**config.mk**
```make
export PLATFORM = sky130hd
export DESIGN_NAME = dma_copy_engine
export DESIGN_NICKNAME = d
export VERILOG_FILES = /design/src/rtl/dma_pkg.sv /design/src/rtl/dma_copy_engine.sv
export SDC_FILE = /design/constraint.sdc
export NUM_CORES = 1
export LEC_CHECK = 0
export ABC_AREA = 1
export CORE_MARGIN = 5
export CORE_UTILIZATION = 51
export CTS_CLUSTER_DIAMETER = 30
export DETAILED_ROUTE_END_ITERATION = 7
export PLACE_DENSITY_LB_ADDON = 0.1
export SETUP_SLACK_MARGIN = 0.2
export SLEW_MARGIN = 20
export SYNTH_ARGS = -nofsm -noshare
export SYNTH_HDL_FRONTEND = slang
export SYNTH_SLANG_ARGS = --single-unit
```
**constraint.sdc**
```tcl
create_clock -name clk_i -period 2.5 [get_ports clk_i]
set_input_delay 0.375 -clock clk_i [delete_from_list [all_inputs] [get_ports clk_i]]
set_output_delay 0.375 -clock clk_i [all_outputs]
set_load 0.01 [all_outputs]
```
**src/rtl/dma_pkg.sv**
```systemverilog
// Shared TileLink opcodes, beat geometry and FSM state type for the single-channel DMA copy engine.
package dma_pkg;

  localparam logic [2:0] TlGet           = 3'd4;
  localparam logic [2:0] TlPutFullData   = 3'd0;
  localparam logic [2:0] TlAccessAck     = 3'd0;
  localparam logic [2:0] TlAccessAckData = 3'd1;

  localparam logic [2:0]  BeatSize  = 3'd4;
  localparam int unsigned BeatBytes = 16;

  typedef enum logic [2:0] {
    StIdle   = 3'd0,
    StRdReq  = 3'd1,
    StRdResp = 3'd2,
    StWrReq  = 3'd3,
    StWrResp = 3'd4
  } dma_state_e;

  function automatic logic beat_aligned(input logic [3:0] lsbs);
    return (lsbs == 4'h0);
  endfunction

endpackage

```
**src/rtl/dma_copy_engine.sv**
```systemverilog
// Single-channel memory-to-memory copy engine acting as a TileLink host:
// each 16-byte beat is a Get followed by a PutFullData, one transaction outstanding.
module dma_copy_engine
  import dma_pkg::*;
#(
  parameter int unsigned AddrWidth   = 38,
  parameter int unsigned DataWidth   = 128,
  parameter int unsigned SourceWidth = 3,
  parameter int unsigned SinkWidth   = 4,
  parameter int unsigned LenWidth    = 24
) (
  input  logic                   clk_i,
  input  logic                   rst_i,
  input  logic                   start_i,
  input  logic [AddrWidth-1:0]   src_i,
  input  logic [AddrWidth-1:0]   dst_i,
  input  logic [LenWidth-1:0]    len_i,
  input  logic                   irq_clear_i,
  output logic                   busy_o,
  output logic                   done_o,
  output logic                   error_o,
  output logic                   irq_o,
  output logic                   tl_a_valid_o,
  input  logic                   tl_a_ready_i,
  output logic [2:0]             tl_a_opcode_o,
  output logic [2:0]             tl_a_param_o,
  output logic [2:0]             tl_a_size_o,
  output logic [SourceWidth-1:0] tl_a_source_o,
  output logic [AddrWidth-1:0]   tl_a_address_o,
  output logic [15:0]            tl_a_mask_o,
  output logic                   tl_a_corrupt_o,
  output logic [DataWidth-1:0]   tl_a_data_o,
  input  logic                   tl_d_valid_i,
  output logic                   tl_d_ready_o,
  input  logic [2:0]             tl_d_opcode_i,
  input  logic [2:0]             tl_d_param_i,
  input  logic [2:0]             tl_d_size_i,
  input  logic [SourceWidth-1:0] tl_d_source_i,
  input  logic [SinkWidth-1:0]   tl_d_sink_i,
  input  logic                   tl_d_denied_i,
  input  logic                   tl_d_corrupt_i,
  input  logic [DataWidth-1:0]   tl_d_data_i,
  output logic                   tl_b_ready_o,
  output logic                   tl_c_valid_o,
  output logic                   tl_e_valid_o
);

  localparam logic [AddrWidth-1:0] AddrStep = AddrWidth'(BeatBytes);
  localparam logic [LenWidth-1:0]  LenStep  = LenWidth'(BeatBytes);

  dma_state_e           state_q, state_d;
  logic [AddrWidth-1:0] src_q, src_d;
  logic [AddrWidth-1:0] dst_q, dst_d;
  logic [LenWidth-1:0]  rem_q, rem_d;
  logic [DataWidth-1:0] buf_q, buf_d;
  logic                 a_valid_q, a_valid_d;
  logic [2:0]           a_opcode_q, a_opcode_d;
  logic [AddrWidth-1:0] a_address_q, a_address_d;
  logic                 d_ready_q, d_ready_d;
  logic                 done_q, done_d;
  logic                 error_q, error_d;
  logic                 busy_q, busy_d;
  logic                 irq_q, irq_d;
  logic                 a_fire_s;
  logic                 d_fire_s;
  logic                 unused_s;

  assign a_fire_s = a_valid_q & tl_a_ready_i;
  assign d_fire_s = d_ready_q & tl_d_valid_i;

  // D-channel metadata carries nothing this host needs with one transaction in flight.
  assign unused_s = ^{tl_d_opcode_i, tl_d_param_i, tl_d_size_i, tl_d_source_i, tl_d_sink_i};

  // Next-state logic for the copy FSM, datapath and sticky status flags.
  always_comb begin
    state_d     = state_q;
    src_d       = src_q;
    dst_d       = dst_q;
    rem_d       = rem_q;
    buf_d       = buf_q;
    a_valid_d   = a_valid_q;
    a_opcode_d  = a_opcode_q;
    a_address_d = a_address_q;
    d_ready_d   = d_ready_q;

    // Clear first so that any set event later in this block takes priority.
    if (irq_clear_i) begin
      done_d  = 1'b0;
      error_d = 1'b0;
    end else begin
      done_d  = done_q;
      error_d = error_q;
    end

    case (state_q)
      StIdle: begin
        if (start_i) begin
          src_d   = src_i;
          dst_d   = dst_i;
          rem_d   = len_i;
          done_d  = 1'b0;
          error_d = 1'b0;
          if (!beat_aligned(src_i[3:0]) || !beat_aligned(dst_i[3:0]) ||
              !beat_aligned(len_i[3:0])) begin
            error_d = 1'b1;
          end else if (len_i == '0) begin
            done_d = 1'b1;
          end else begin
            state_d     = StRdReq;
            a_valid_d   = 1'b1;
            a_opcode_d  = TlGet;
            a_address_d = src_i;
          end
        end else begin
          state_d = StIdle;
        end
      end

      StRdReq: begin
        if (a_fire_s) begin
          state_d   = StRdResp;
          a_valid_d = 1'b0;
          d_ready_d = 1'b1;
        end else begin
          state_d = StRdReq;
        end
      end

      StRdResp: begin
        if (d_fire_s) begin
          buf_d     = tl_d_data_i;
          d_ready_d = 1'b0;
          if (tl_d_denied_i || tl_d_corrupt_i) begin
            error_d = 1'b1;
            state_d = StIdle;
          end else begin
            state_d     = StWrReq;
            a_valid_d   = 1'b1;
            a_opcode_d  = TlPutFullData;
            a_address_d = dst_q;
          end
        end else begin
          state_d = StRdResp;
        end
      end

      StWrReq: begin
        if (a_fire_s) begin
          state_d   = StWrResp;
          a_valid_d = 1'b0;
          d_ready_d = 1'b1;
        end else begin
          state_d = StWrReq;
        end
      end

      StWrResp: begin
        if (d_fire_s) begin
          d_ready_d = 1'b0;
          if (tl_d_denied_i) begin
            error_d = 1'b1;
            state_d = StIdle;
          end else begin
            src_d = src_q + AddrStep;
            dst_d = dst_q + AddrStep;
            rem_d = rem_q - LenStep;
            if (rem_q == LenStep) begin
              done_d  = 1'b1;
              state_d = StIdle;
            end else begin
              state_d     = StRdReq;
              a_valid_d   = 1'b1;
              a_opcode_d  = TlGet;
              a_address_d = src_q + AddrStep;
            end
          end
        end else begin
          state_d = StWrResp;
        end
      end

      default: begin
        state_d   = StIdle;
        a_valid_d = 1'b0;
        d_ready_d = 1'b0;
      end
    endcase

    busy_d = (state_d != StIdle);
    irq_d  = done_d | error_d;
  end

  // State and output registers with synchronous reset.
  always_ff @(posedge clk_i) begin
    if (rst_i) begin
      state_q     <= StIdle;
      src_q       <= '0;
      dst_q       <= '0;
      rem_q       <= '0;
      buf_q       <= '0;
      a_valid_q   <= 1'b0;
      a_opcode_q  <= TlGet;
      a_address_q <= '0;
      d_ready_q   <= 1'b0;
      done_q      <= 1'b0;
      error_q     <= 1'b0;
      busy_q      <= 1'b0;
      irq_q       <= 1'b0;
    end else begin
      state_q     <= state_d;
      src_q       <= src_d;
      dst_q       <= dst_d;
      rem_q       <= rem_d;
      buf_q       <= buf_d;
      a_valid_q   <= a_valid_d;
      a_opcode_q  <= a_opcode_d;
      a_address_q <= a_address_d;
      d_ready_q   <= d_ready_d;
      done_q      <= done_d;
      error_q     <= error_d;
      busy_q      <= busy_d;
      irq_q       <= irq_d;
    end
  end

  assign busy_o         = busy_q;
  assign done_o         = done_q;
  assign error_o        = error_q;
  assign irq_o          = irq_q;
  assign tl_a_valid_o   = a_valid_q;
  assign tl_a_opcode_o  = a_opcode_q;
  assign tl_a_param_o   = 3'd0;
  assign tl_a_size_o    = BeatSize;
  assign tl_a_source_o  = '0;
  assign tl_a_address_o = a_address_q;
  assign tl_a_mask_o    = 16'hFFFF;
  assign tl_a_corrupt_o = 1'b0;
  assign tl_a_data_o    = buf_q;
  assign tl_d_ready_o   = d_ready_q;
  assign tl_b_ready_o   = 1'b1;
  assign tl_c_valid_o   = 1'b0;
  assign tl_e_valid_o   = 1'b0;

endmodule

```
# Word level (Yosys, flattened, before mapping)
# Index checks and enable logic that the tools add are counted.
word_totals:
  regBits: 278
  input_bits: 252
  out_inout_bits: 204
  wordCells: 126
op_classes:
  addsub: 3
  n_eq_ne: 15
  mux: 70
  bitwise: 4
  reduce_logical: 21
ops:
  columns: ["cell", "count"]
  rows:
  - ["$mux 38", 14]
  - ["$pmux 38 s2", 2]
  - ["$pmux 38 s3", 1]
  - ["$add 38x5->38 const B", 2]
  - ["$mux 24", 3]
  - ["$pmux 24 s2", 1]
  - ["$mux 3", 14]
  - ["$mux 1", 27]
  - ["$eq 24x5->1 const B", 1]
  - ["$logic_not 24->1", 1]
  - ["$sub 24x5->24 const B", 1]
  - ["$reduce_and 9->1", 2]
  - ["$ne 2x2->1 const B", 8]
  - ["$pmux 3 s5", 1]
  - ["$logic_not 4->1", 3]
  - ["$pmux 3 s3", 1]
  - ["$eq 3x2->1 const B", 2]
  - ["$pmux 1 s3", 2]
  - ["$reduce_bool 3->1", 2]
  - ["$mux 2", 2]
  - ["$ne 2x1->1 const B", 2]
  - ["$pmux 1 s4", 1]
  - ["$reduce_and 4->1", 1]
  - ["$reduce_or 2->1", 2]
  - ["12 further kinds", 17]

# Depth between registers and ports, before layout
# Gate-level depths: netlist (run 1).
depth:
  ltp_word: 8
  depth_mapped: 12
  ltp_nobuf: 11

# Least setup slack after synthesis (run 1)
# No wires, ideal clock.
synth_path:
  path_type: "input -> register"
  start: "input src_i[1]"
  end: "register a_address_q[7] (netlist: tl_a_address_o[7])"
  setup_ps: 113
  arrival_time_ps: 1523
  t_required_ps: 2387
  setup_slack_ps: 864
  stages: 10
  path_buffers: 1
  cell_sequence: "or2_2 -> nor2_1 -> nand2_1 -> nand2_1 -> nand3_4 -> nor2_4 -> buf_4 -> nand2_1 -> nand2_1 -> nor2_1"
synth_between:
  elab_chain_cells: 6
synth_rtl:
  columns: ["item", "line", "text"]
  rows:
  - ["start, declared", "dma_copy_engine.sv:15", "input logic [AddrWidth-1:0] src_i,"]
  - ["$logic_not 4->1", "dma_pkg.sv:21", "return (lsbs == 4'h0);"]
  - ["$logic_not 1->1", "dma_copy_engine.sv:103", "if (!beat_aligned(src_i[3:0]) || !beat_aligned(dst_i[3:0]) ||"]
  - ["$logic_or 1x1->1 (2 in series)", "dma_copy_engine.sv:103", null]
  - ["$ne 2x2->1 (no source line)", null, null]
  - ["$reduce_and 9->1 (no source line)", null, null]
  - ["end signal, assigned", "dma_copy_engine.sv:217", "a_address_q <= a_address_d;"]
  - ["end, declared", "dma_copy_engine.sv:58", "logic [AddrWidth-1:0] a_address_q, a_address_d;"]
# Every way passes these cells.
# A chain may end at the register's enable or synchronous reset.

# Worst setup path in the final report (run 1)
layout_path:
  start: "register src_q[4]"
  end: "register a_address_q[22] (netlist: tl_a_address_o[22])"
layout_between:
  elab_chain_cells: 5
layout_rtl:
  columns: ["item", "line", "text"]
  rows:
  - ["start, declared", "dma_copy_engine.sv:52", "logic [AddrWidth-1:0] src_q, src_d;"]
  - ["start signal, assigned", "dma_copy_engine.sv:211", "src_q <= src_d;"]
  - ["$add 38x5->38", "dma_copy_engine.sv:174", "a_address_d = src_q + AddrStep;"]
  - ["$mux 38", "dma_copy_engine.sv:167", "if (rem_q == LenStep) begin"]
  - ["$mux 38", "dma_copy_engine.sv:160", "if (tl_d_denied_i) begin"]
  - ["$mux 38", "dma_copy_engine.sv:158", "if (d_fire_s) begin"]
  - ["$pmux 38 s3", "dma_copy_engine.sv:95", "case (state_q)"]
# Every way passes these cells. The select of a mux whose other input is x is not followed.

==> results of run 1 <==
-- cells by family (layout without fill, tap and decap cells) --
group,count (synthesis),count (layout),synth area share
AO/OA/AOI/OAI,459,459,0.173
AND/OR/NAND/NOR,1184,1184,0.334
flip-flops,276,276,0.392
adder cells (fa/ha/maj),4,4,0.00355
other,2,41,0.000533
buffers and inverters,281,684,0.0882
XOR/XNOR,14,14,0.00870
-- synthesized netlist by cell type, types with 2 or more instances --
cell type	number
nor2_1	560
nand2_1	479
dfxtp_1	276
o21ai_0	250
a21oi_1	147
inv_1	126
nand3_1	103
clkbuf_1	71
buf_4	35
buf_2	33
o21bai_1	33
xor2_1	10
a31oi_1	9
nand4_1	9
nor2_2	8
inv_2	7
nor3_1	7
buf_1	6
nand3b_1	6
o211ai_1	5
o22ai_1	5
or2_2	5
a211oi_1	4
ha_1	4
xnor2_1	4
buf_6	2
conb_1	2
nor2_4	2
o21a_1	2
o21ai_1	2
-- worst max-delay path, stage by stage, from the launching register on --
cell and delay (ns):
dfxtp_1 0.40, ha_1 0.24, nand3_1 0.17, inv_1 0.21, nand2_1 0.12, nor2_2 0.36
a21oi_1 0.13, o21ai_0 0.12, nand2_1 0.11, nor2_1 0.12, nor2_1 0.06
-- registers in the layout, summed over array words and instances, names as in the netlist --
| name | flops |
|---|---|
| tl_a_opcode_o | 1 |
| dst_q | 38 |
| state_q | 3 |
| done_o | 1 |
| tl_a_valid_o | 1 |
| src_q | 38 |
| tl_d_ready_o | 1 |
| rem_q | 24 |
| tl_a_data_o | 128 |
| busy_o | 1 |
| tl_a_address_o | 38 |
| error_o | 1 |
| irq_o | 1 |
-- power by group --
part | switching (mW) | internal [mW]
Clock | 2.66 | 5.94
Sequential | 0.126 | 4.53
Combinational | 0.532 | 0.548
Total | 3.32 | 11.0
-- final timing paths --
kind	cells after the start	from	slack, ns	end
max	10	src_q[4]	0.36	tl_a_address_o[22]
min	4	rst_i	0.29	tl_a_data_o[118]
max reg2reg	10	src_q[4]	0.36	tl_a_address_o[22]
min reg2reg	2	dst_q[2]	0.46	dst_q[2]
-- stage by stage --
stage | instance area, µm² | util
floorplan | 14200 | -
CTS | 20600 | 0.761
finish | 20600 | 0.762
global placement | 18400 | 0.678
global route | 20600 | 0.762
detailed placement | 18400 | 0.678
-- final cells by class --
| type | instances | area, µm² |
|---|---|---|
| diodes | 10 | 25.0 |
| fillers | 2101 | 6450 |
| well taps | 372 | 465 |
| inverters | 134 | 510 |
| clock inverters | 25 | 334 |
| clock buffers | 92 | 1910 |
| repair buffers | 433 | 4420 |
| flip-flops and latches | 276 | 5530 |
| multi-input cells | 1692 | 7460 |
-- per-layer routing --
layer	track usage	wire length [µm]	up-vias
met5	0	25	-
met4	0.128	1760	4
met3	0.106	5230	134
met2	0.561	25700	699
met1	0.377	20000	7442
li1	-	-	7860
==> results.md, run 1 <==
- CP arrival: 2.58 ns
- Post-synth EDFFs: 0
- Max-cap violations: 0
- Worst Tran Pin Value: about 0.72 ns
- Vias in the first global route: 15,700
- Main synth FF type: dfxtp_1
- # rows: 60
- Placed insts: ~2,900
- Antenna-violating nets left: 0
- Critical Path RT: 2.93 ns
- Clk_skew: around 0.027 ns
- PwrDens: a little under 700 mW/mm²
- Seq/Total Area, Yosys: 0.392
- Drt via density: approximately 5.3
- Slew Limit Fails: 0
- Setup Buffers After CTS: 0
- Hold Vio Cnt, Final: 0
- Clk buf depth: 3
- Routed wire per std cell: 17.4 µm
- Status: finished clean
- TritonRoute pass-1 iters: 7
- Period Utilization, post-route: 0.858
- Initial core utilization: 0.520
- Syn avg cell area: 6.35 µm²
- Critical path endpoint category: flip-flop
- Yosys warning count: 0
- #FFs+latches synth: about 280
- H-tree levels: 3
- Worst hold slack: around 0.29 ns
- Gpl congestion: 0.960
- Setup CP Type: reg -> reg
- CP max FO: 8
- Clock latency on the worst-skew pair: about 0.55 ns
- VDD IR-drop max: between 0.0005 and 0.0006 V
- First-pass GRT wire length: 82.3 mm
- Most frequent cells in the layout: nor2_1, nand2_1, clkdlybuf4s50_1, dfxtp_1, o21ai_0
- CTS Buf Count: 66
- Clk pin slew, worst setup/hold paths: 0.05 ns
- DR DRC count: 0
- CTS resizes: 0
- Top post-synthesis cells by area: dfxtp_1, nor2_1, nand2_1, o21ai_0, a21oi_1
- Initial antenna violation count: 12
- Commonest non-fill, non-tap cell in the layout: nor2_1
- Largest net degree at the start of global routing: just over 90
- Setup slack at placement: ~0.11 ns
- Post-layout min period: 2.14 ns
- Total chip power: 14.3 mW
- Die area: 0.0310 mm²
- Port Buffer Count: about 410
- Slew headroom: 0.521
- FFs w/ async S/R, synth: 0
- Die height: around 180 µm
- DP Wirelength: 37.2 mm
- Cell area after synthesis: approximately 0.014 mm²
- Final setup fails: 0
- Final net count: around 2,900
- Iter 0 DRT Violations: ~1,200
- TritonCTS Sinks: ~280
- CTS Hold Bufs: 0
- Yosys top cell by area: dfxtp_1
- PnR worst setup slack: ~0.36 ns
- Yosys cell types: 38
- Unrepaired setup endpoints after global routing: no
- Total gr overflow: 0
- Share of post-route cells with drive strength above 1: 0.0615
- Setup TNS: 0 ns
- Layout Cells excl Fill: just over 3,000
- CTS tree: yes
- Area Overhead vs Synth: 46.6%
- Post-synth top area share: 0.392
- Chip Width: about 180 µm
- Fmax: 466 MHz
- Leak pwr: between 8 and 9 nW
- All-Layer GR Usage: 0.326
- CTS root buf: clkbuf_16
- # IOs: roughly 460
- Routed wire length: between 50 and 60 mm
- Via Count: roughly 16,000
- Mapped Cells: between 2,000 and 2,500
- Core footprint: ~0.027 mm²
- Hold crit path type: in -> reg
- Worst Setup Start Kind: flip-flop
No activity file was read; power rests on OpenSTA's default activity.
==> inputs of run 2 (changes only) <==
--- a/config.mk
+++ b/config.mk
@@ -6,10 +6,10 @@
 export NUM_CORES = 1
 export LEC_CHECK = 0
 export ABC_AREA = 1
-export CORE_MARGIN = 5
-export CORE_UTILIZATION = 51
+export CORE_AREA = 3 3 176 178
 export CTS_CLUSTER_DIAMETER = 30
 export DETAILED_ROUTE_END_ITERATION = 7
+export DIE_AREA = 0 0 179 181
 export PLACE_DENSITY_LB_ADDON = 0.1
 export SETUP_SLACK_MARGIN = 0.2
 export SLEW_MARGIN = 20
==> constraint.sdc (replaced) <==
create_clock -name clk_i -period 2.5 [get_ports clk_i]
set_input_delay 0.5 -clock clk_i [delete_from_list [all_inputs] [get_ports clk_i]]
set_output_delay 0.5 -clock clk_i [all_outputs]
set_load 0.01 [all_outputs]
==> run 2 against run 1 <==
  * Clock skew shrank 0.0043 ns
  * Largest power group unchanged
  * Die area grew 4.4%
  * Worst setup slack gained 0.049 ns
  * Final area grew 1.1%
==> results.md, run 2 (synthesized netlist as in run 1, its figures left out) <==
- Status: finished clean (unchanged)
- Setup Buffers After CTS: 0 (unchanged)
- Share of post-route cells with drive strength above 1: 0.0714 (was 0.0615)
- Clk_skew: 0.0231 ns (was 0.0274 ns)
- Clk buf depth: 3 (unchanged)
- Initial antenna violation count: 10 (was 12)
- # IOs: 456 (unchanged)
- Iter 0 DRT Violations: 1,136 (was 1,239)
- Worst Tran Pin Value: 0.700 ns (was 0.718 ns)
- Ordered cell list for the critical path: nor2_1 > nand2_4 > nand2_1 > inv_1 > buf_4 > nand2_1 > o21ai_0 > inv_1 > nand2_1 > nor2_1 > nor2_1 (was ha_1 > nand3_1 > inv_1 > nand2_1 > nor2_2 > a21oi_1 > o21ai_0 > nand2_1 > nor2_1 > nor2_1)
- Post-layout min period: 2.10 ns (was 2.14 ns)
- Antenna-violating nets left: 0 (unchanged)
- DR DRC count: 0 (unchanged)
- Port Buffer Count: 408 (unchanged)
- Total gr overflow: 0 (unchanged)
- Largest net degree at the start of global routing: 93 (unchanged)
- CTS tree: yes (unchanged)
- Die area: 0.0324 mm² (was 0.0310 mm²)
- DP Wirelength: 38.6 mm (was 37.2 mm)
- Unrepaired setup endpoints after global routing: no (unchanged)
- Routed wire per std cell: 17.5 µm (was 17.4 µm)
- Slew headroom: 0.533 (was 0.521)
- All-Layer GR Usage: 0.320 (was 0.326)
- Worst Setup Start Kind: flip-flop (unchanged)
- Routed wire length: 53.7 mm (was 52.8 mm)
- H-tree levels: 3 (unchanged)
- Most frequent cells in the layout: nor2_1, nand2_1, clkdlybuf4s50_1, dfxtp_1, o21ai_0 (unchanged)
- Worst hold slack: 0.433 ns (was 0.292 ns)
- Initial core utilization: 0.477 (was 0.520)
- Total chip power: 14.8 mW (was 14.3 mW)
- Area Overhead vs Synth: 48.2% (was 46.6%)
- VDD IR-drop max: 0.000534 V (was 0.000591 V)
- Core footprint: 0.0296 mm² (was 0.0271 mm²)
- First-pass GRT wire length: 83.0 mm (was 82.3 mm)
- CP arrival: 2.58 ns (about the same)
- Chip Width: 179 µm (was 176 µm)
- Die height: 181 µm (was 176 µm)
- CTS Buf Count: 71 (was 66)
- Hold Vio Cnt, Final: 0 (unchanged)
- Setup CP Type: reg -> reg (unchanged)
- CP max FO: 34 (was 8)
- Clock latency on the worst-skew pair: 0.57 ns (was 0.55 ns)
- Max reg flops: 128 (unchanged)
- Hold crit path type: in -> reg (unchanged)
- Commonest non-fill, non-tap cell in the layout: nor2_1 (unchanged)
- Critical path's slowest cell: buf_4 (was dfxtp_1)
- CTS root buf: clkbuf_16 (unchanged)
- TritonCTS Sinks: 276 (unchanged)
- Critical path endpoint category: flip-flop (unchanged)
- Final net count: 2,876 (was 2,859)
- Max-cap violations: 0 (unchanged)
- Slew Limit Fails: 0 (unchanged)
- Critical Path RT: 2.99 ns (was 2.93 ns)
- Clk pin slew, worst setup/hold paths: 0.04 ns (was 0.05 ns)
- Fmax: 477 MHz (was 466 MHz)
- Gpl congestion: 0.965 (was 0.960)
- TritonRoute pass-1 iters: 6 (was 7)
- CTS resizes: 0 (unchanged)
- PwrDens: 710 mW/mm² (was 694 mW/mm²)
- Drt via density: 5.20 (was 5.32)
- Vias in the first global route: 15,700 (about the same)
- # rows: 63 (was 60)
- Period Utilization, post-route: 0.838 (was 0.858)
- Final setup fails: 0 (unchanged)
- CTS Hold Bufs: 0 (unchanged)
- CP max stage delay: 0.43 ns (was 0.40 ns)
- Leak pwr: 8.71 nW (was 8.60 nW)
- Via Count: 16,000 (was 16,100)
run 2: cell types whose count changed in the layout (fill, tap and decap cells not counted), moves of 3 or more:
| cell | delta |
|---|---|
| buf_4 | +14 |
| clkbuf_8 | -8 |
| clkinv_4 | +7 |
| clkinv_2 | +6 |
| clkbuf_1 | -4 |
| clkinvlp_4 | +4 |
| buf_12 | -3 |
| clkbuf_16 | +3 |
run 2: where the power goes:
group / leakage (nW) / total (mW) / switching [mW] / internal [mW]
clock: 1.16 / 9.08 / 2.98 / 6.10
sequential: 2.25 / 4.66 / 0.127 / 4.53
combinational: 5.30 / 1.09 / 0.536 / 0.551
total: 8.71 / 14.8 / 3.64 / 11.2
run 2: final timing paths:
check | depth (start not counted) | slack, ns | startpoint | to
min | 4 | 0.43 | rst_i | tl_a_address_o[37]
max reg2reg | 11 | 0.40 | state_q[0] | tl_a_address_o[29]
min reg2reg | 2 | 0.45 | dst_q[3] | dst_q[3]
max | 11 | 0.40 | state_q[0] | tl_a_address_o[29]
run 2: critical path: cells and delay by family (launching register included):
kind / cells / cell delay, ns
compound gates: 1 / 0.11
buf+inv: 3 / 0.68
flops: 1 / 0.39
simple gates: 7 / 0.79
run 2: area by class of cell:
class | instances | area [µm²]
Antenna cell | 9 | 22.5
Clock buffer | 83 | 1860
Clock inverter | 46 | 533
Fill cell | 2561 | 8690
Inverter | 134 | 510
Multi-Input combinational cell | 1693 | 7470
Sequential cell | 276 | 5530
Tap cell | 390 | 488
Timing Repair Buffer | 444 | 4460
run 2: routing by layer:
metal | GRT usage | wire length [µm] | vias to the layer above
met4 | 0.113 | 1510 | 6
li1 | - | - | 7907
met3 | 0.113 | 5330 | 109
met1 | 0.378 | 21000 | 7366
met2 | 0.536 | 25800 | 605
met5 | 0 | 47 | -
run 2: per-stage QoR:
step,std cells,utilization,cell area (µm²),setup WS (ns),setup TNS (ns)
floorplan,2249,-,14200,0.739,0
global placement,2936,0.624,18400,0.0508,0
detailed placement,2936,0.624,18400,-0.000396,-0.000396
CTS,3065,0.705,20800,0.361,0
global route,3073,0.706,20900,0.202,0
finish,3075,0.706,20900,0.404,0
==> inputs of run 3 (changes only) <==
--- a/config.mk
+++ b/config.mk
@@ -6,10 +6,10 @@
 export NUM_CORES = 1
 export LEC_CHECK = 0
 export ABC_AREA = 1
-export CORE_AREA = 3 3 176 178
+export CORE_MARGIN = 3
+export CORE_UTILIZATION = 47
 export CTS_CLUSTER_DIAMETER = 30
 export DETAILED_ROUTE_END_ITERATION = 7
-export DIE_AREA = 0 0 179 181
 export PLACE_DENSITY_LB_ADDON = 0.1
 export SETUP_SLACK_MARGIN = 0.2
 export SLEW_MARGIN = 20
==> constraint.sdc (replaced) <==
create_clock -name clk_i -period 2.1 [get_ports clk_i]
set_input_delay 0.42 -clock clk_i [delete_from_list [all_inputs] [get_ports clk_i]]
set_output_delay 0.42 -clock clk_i [all_outputs]
set_load 0.01 [all_outputs]
==> run 3 against run 2 <==
  * Die area is 0.97% lower
  * Worst hold slack worse by 0.10 ns
  * Worst setup slack worse by 0.18 ns
  * Register-to-register slack got worse by 0.15 ns
  * Via count up 4.2%
  * Sequential power up 19%
  * Clock power up 28%
  * Highest routed layer is now met4
==> results.md, run 3 (synthesized netlist as in run 1, its figures left out) <==
- Hold crit path type: in -> reg (unchanged)
- Routed wire per std cell: 18.2 µm (was 17.5 µm)
- DR WL met2: 28.1 mm (was 25.8 mm)
- Hold Crit Depth: 4 (unchanged)
- PwrDens: 840 mW/mm² (was 710 mW/mm²)
- R2R cell count: 11 (unchanged)
- R2R Path End: tl_a_address_o[4] (was tl_a_address_o[29])
- Setup CP Type: reg -> out (was reg -> reg)
- Ordered cell list for the critical path: clkdlybuf4s50_1 (was nor2_1 > nand2_4 > nand2_1 > inv_1 > buf_4 > nand2_1 > o21ai_0 > inv_1 > nand2_1 > nor2_1 > nor2_1)
- Routed wl met3: 5.29 mm (was 5.33 mm)
- Unrepaired setup endpoints after global routing: yes (was no)
- Most frequent cells in the layout: nor2_1, nand2_1, clkdlybuf4s50_1, dfxtp_1, o21ai_0 (unchanged)
- CTS tree: yes (unchanged)
- Port Buffer Count: 408 (unchanged)
- CTS Hold Bufs: 0 (unchanged)
- Critical path endpoint category: output pin (was flip-flop)
- Worst setup startpoint: tl_a_address_o[34] (was state_q[0])
- Worst hold path startpoint: src_i[1] (was rst_i)
- Clk buf depth: 3 (unchanged)
- Iter 0 DRT Violations: 1,234 (was 1,136)
- Highest metal used: met4 (was met5)
- Total gr overflow: 0 (unchanged)
- Antenna-violating nets left: 0 (unchanged)
- Gpl congestion: 0.932 (was 0.965)
- CP max FO: 2 (was 34)
- First-pass GRT wire length: 85.7 mm (was 83.0 mm)
- Die height: 179 µm (was 181 µm)
- CP top delay family: buffers and inverters (was simple AND/OR/NAND/NOR gates)
- CP max stage delay: 0.56 ns (was 0.43 ns)
- TritonCTS Sinks: 276 (unchanged)
- Initial antenna violation count: 12 (was 10)
- Critical path's slowest cell: clkdlybuf4s50_1 (was buf_4)
- Clk_skew: 0.0146 ns (was 0.0231 ns)
- Slew Limit Fails: 0 (unchanged)
- H-tree levels: 3 (unchanged)
- Worst Setup Start Kind: flip-flop (unchanged)
- CTS Buf Count: 72 (was 71)
- Via Count: 16,700 (was 16,000)
- CP arrival: 1.46 ns (was 2.58 ns)
- TritonRoute pass-1 iters: 6 (unchanged)
- Vias in the first global route: 16,200 (was 15,700)
- Share of post-route cells with drive strength above 1: 0.111 (was 0.0714)
- Max reg flops: 128 (unchanged)
- CTS root buf: clkbuf_16 (unchanged)
- Slew headroom: 0.607 (was 0.533)
- # IOs: 456 (unchanged)
- Crit path buf inv count: 1 (was 3)
- Initial core utilization: 0.484 (was 0.477)
- All-Layer GR Usage: 0.337 (was 0.320)
- Reg-to-Reg Start: state_q[2] (was state_q[0])
- Met1 Wirelength: 21.6 mm (was 21.0 mm)
- Routed wire length: 57.1 mm (was 53.7 mm)
- Fmax: 532 MHz
- Core footprint: 0.0291 mm² (was 0.0296 mm²)
- Final setup fails: 0 (unchanged)
- Clock latency on the worst-skew pair: 0.55 ns (was 0.57 ns)
- Max-cap violations: 0 (unchanged)
- VDD IR-drop max: 0.000674 V (was 0.000534 V)
- Commonest non-fill, non-tap cell in the layout: nor2_1 (unchanged)
- PnR worst setup slack: 0.221 ns (was 0.404 ns)
- Hold Vio Cnt, Final: 0 (unchanged)
- Clk pin slew, worst setup/hold paths: 0.04 ns (about the same)
- Die area: 0.0321 mm² (was 0.0324 mm²)
- Critical Path RT: 1.68 ns (was 2.99 ns)
- Final net count: 2,951 (was 2,876)
- Hold EP: src_q[1] (was tl_a_address_o[37])
- Worst Tran Pin Value: 0.590 ns (was 0.700 ns)
- Post-layout min period: between 1.5 and 2 ns
- Area Overhead vs Synth: 56.8% (was 48.2%)
- Leak pwr: 10.1 nW (was 8.71 nW)
- # rows: 62 (was 63)
- DP Wirelength: 39.5 mm (was 38.6 mm)
- Status: finished clean (unchanged)
- Reg2Reg Setup Slack: 0.25 ns (was 0.40 ns)
- Drt via density: 5.30 (was 5.20)
- DR DRC count: 0 (unchanged)
- Largest net degree at the start of global routing: 73 (was 93)
- Chip Width: 179 µm (about the same)
- Period Utilization, post-route: 0.895
- Setup slack at placement: -0.421 ns (was -0.000396 ns)
- Layout Utilization: 0.759 (was 0.706)
run 3: cell types whose count changed in the layout (fill, tap and decap cells not counted), sizes merged, moves of 5 or more:
| cell | delta |
|---|---|
| buf | +67 |
| bufinv | +6 |
| clkbuf | +5 |
| clkdlybuf4s50 | -55 |
| clkinv | -9 |
| dlygate4sd2 | +9 |
| dlymetal6s2s | +46 |
run 3: how the worst max path moves through the flow:
stage / endpoint / cells after the start
after global routing: dst_q[24] / 10
after floorplan: tl_a_address_o[7] / 10
final: tl_a_address_o[34] / 1
after detailed placement: tl_a_address_o[34] / 11
after global placement: tl_a_address_o[9] / 12
after CTS: tl_a_data_o[122] / 1
run 3: tightest hold or removal path: cells and delay by family:
family	cells	cell delay, ns
AO/OA/AOI/OAI	2	0.19
buffers and inverters	2	0.23
run 3: routing by layer:
| layer | GRT usage | vias to the layer above |
|---|---|---|
| met5 | 0 | - |
| met4 | 0.156 | 0 |
| met3 | 0.112 | 133 |
| met2 | 0.567 | 723 |
| met1 | 0.388 | 7748 |
| li1 | - | 8060 |
run 3: power by group:
part           internal [mW]  total (mW)  switching [mW]  leakage [nW]
combinational          0.715        1.39           0.673          6.62
sequential              5.39        5.54           0.154          2.25
clock                   8.20        11.6            3.44          1.24
run 3: final cells by class:
type | instances | area (µm²)
Multi-Input combinational cell | 1697 | 7680
Fill cell | 2301 | 7000
Sequential cell | 276 | 5540
Timing Repair Buffer | 514 | 5290
Clock buffer | 86 | 1950
Clock inverter | 41 | 594
Inverter | 134 | 524
Tap cell | 384 | 480
Antenna cell | 12 | 30.0
run 3: metrics by stage:
stage	TNS [ns]	cells	total power [mW]	hold slack, ns	instance area (µm²)
5_1_grt	0	3144	19.1	0.374	22100
4_1_cts	0	3114	18.6	0.346	21600
3_5_place_dp	-17.34	2983	6.97	0.450	18900
3_3_place_gp	-14.45	2983	6.95	0.438	18900
6_report	0	3144	18.6	0.331	22100
2_1_floorplan	0	2249	6.24	0.430	14200
run 3: timing repair:
item / 4_1_cts / 5_1_grt
pin swaps: 2 / 9
cloned: 3 / 5
resized for setup: 27 / 97
endpoints found under the setup margin: 74 / 158
buffers inserted: 1 / 13
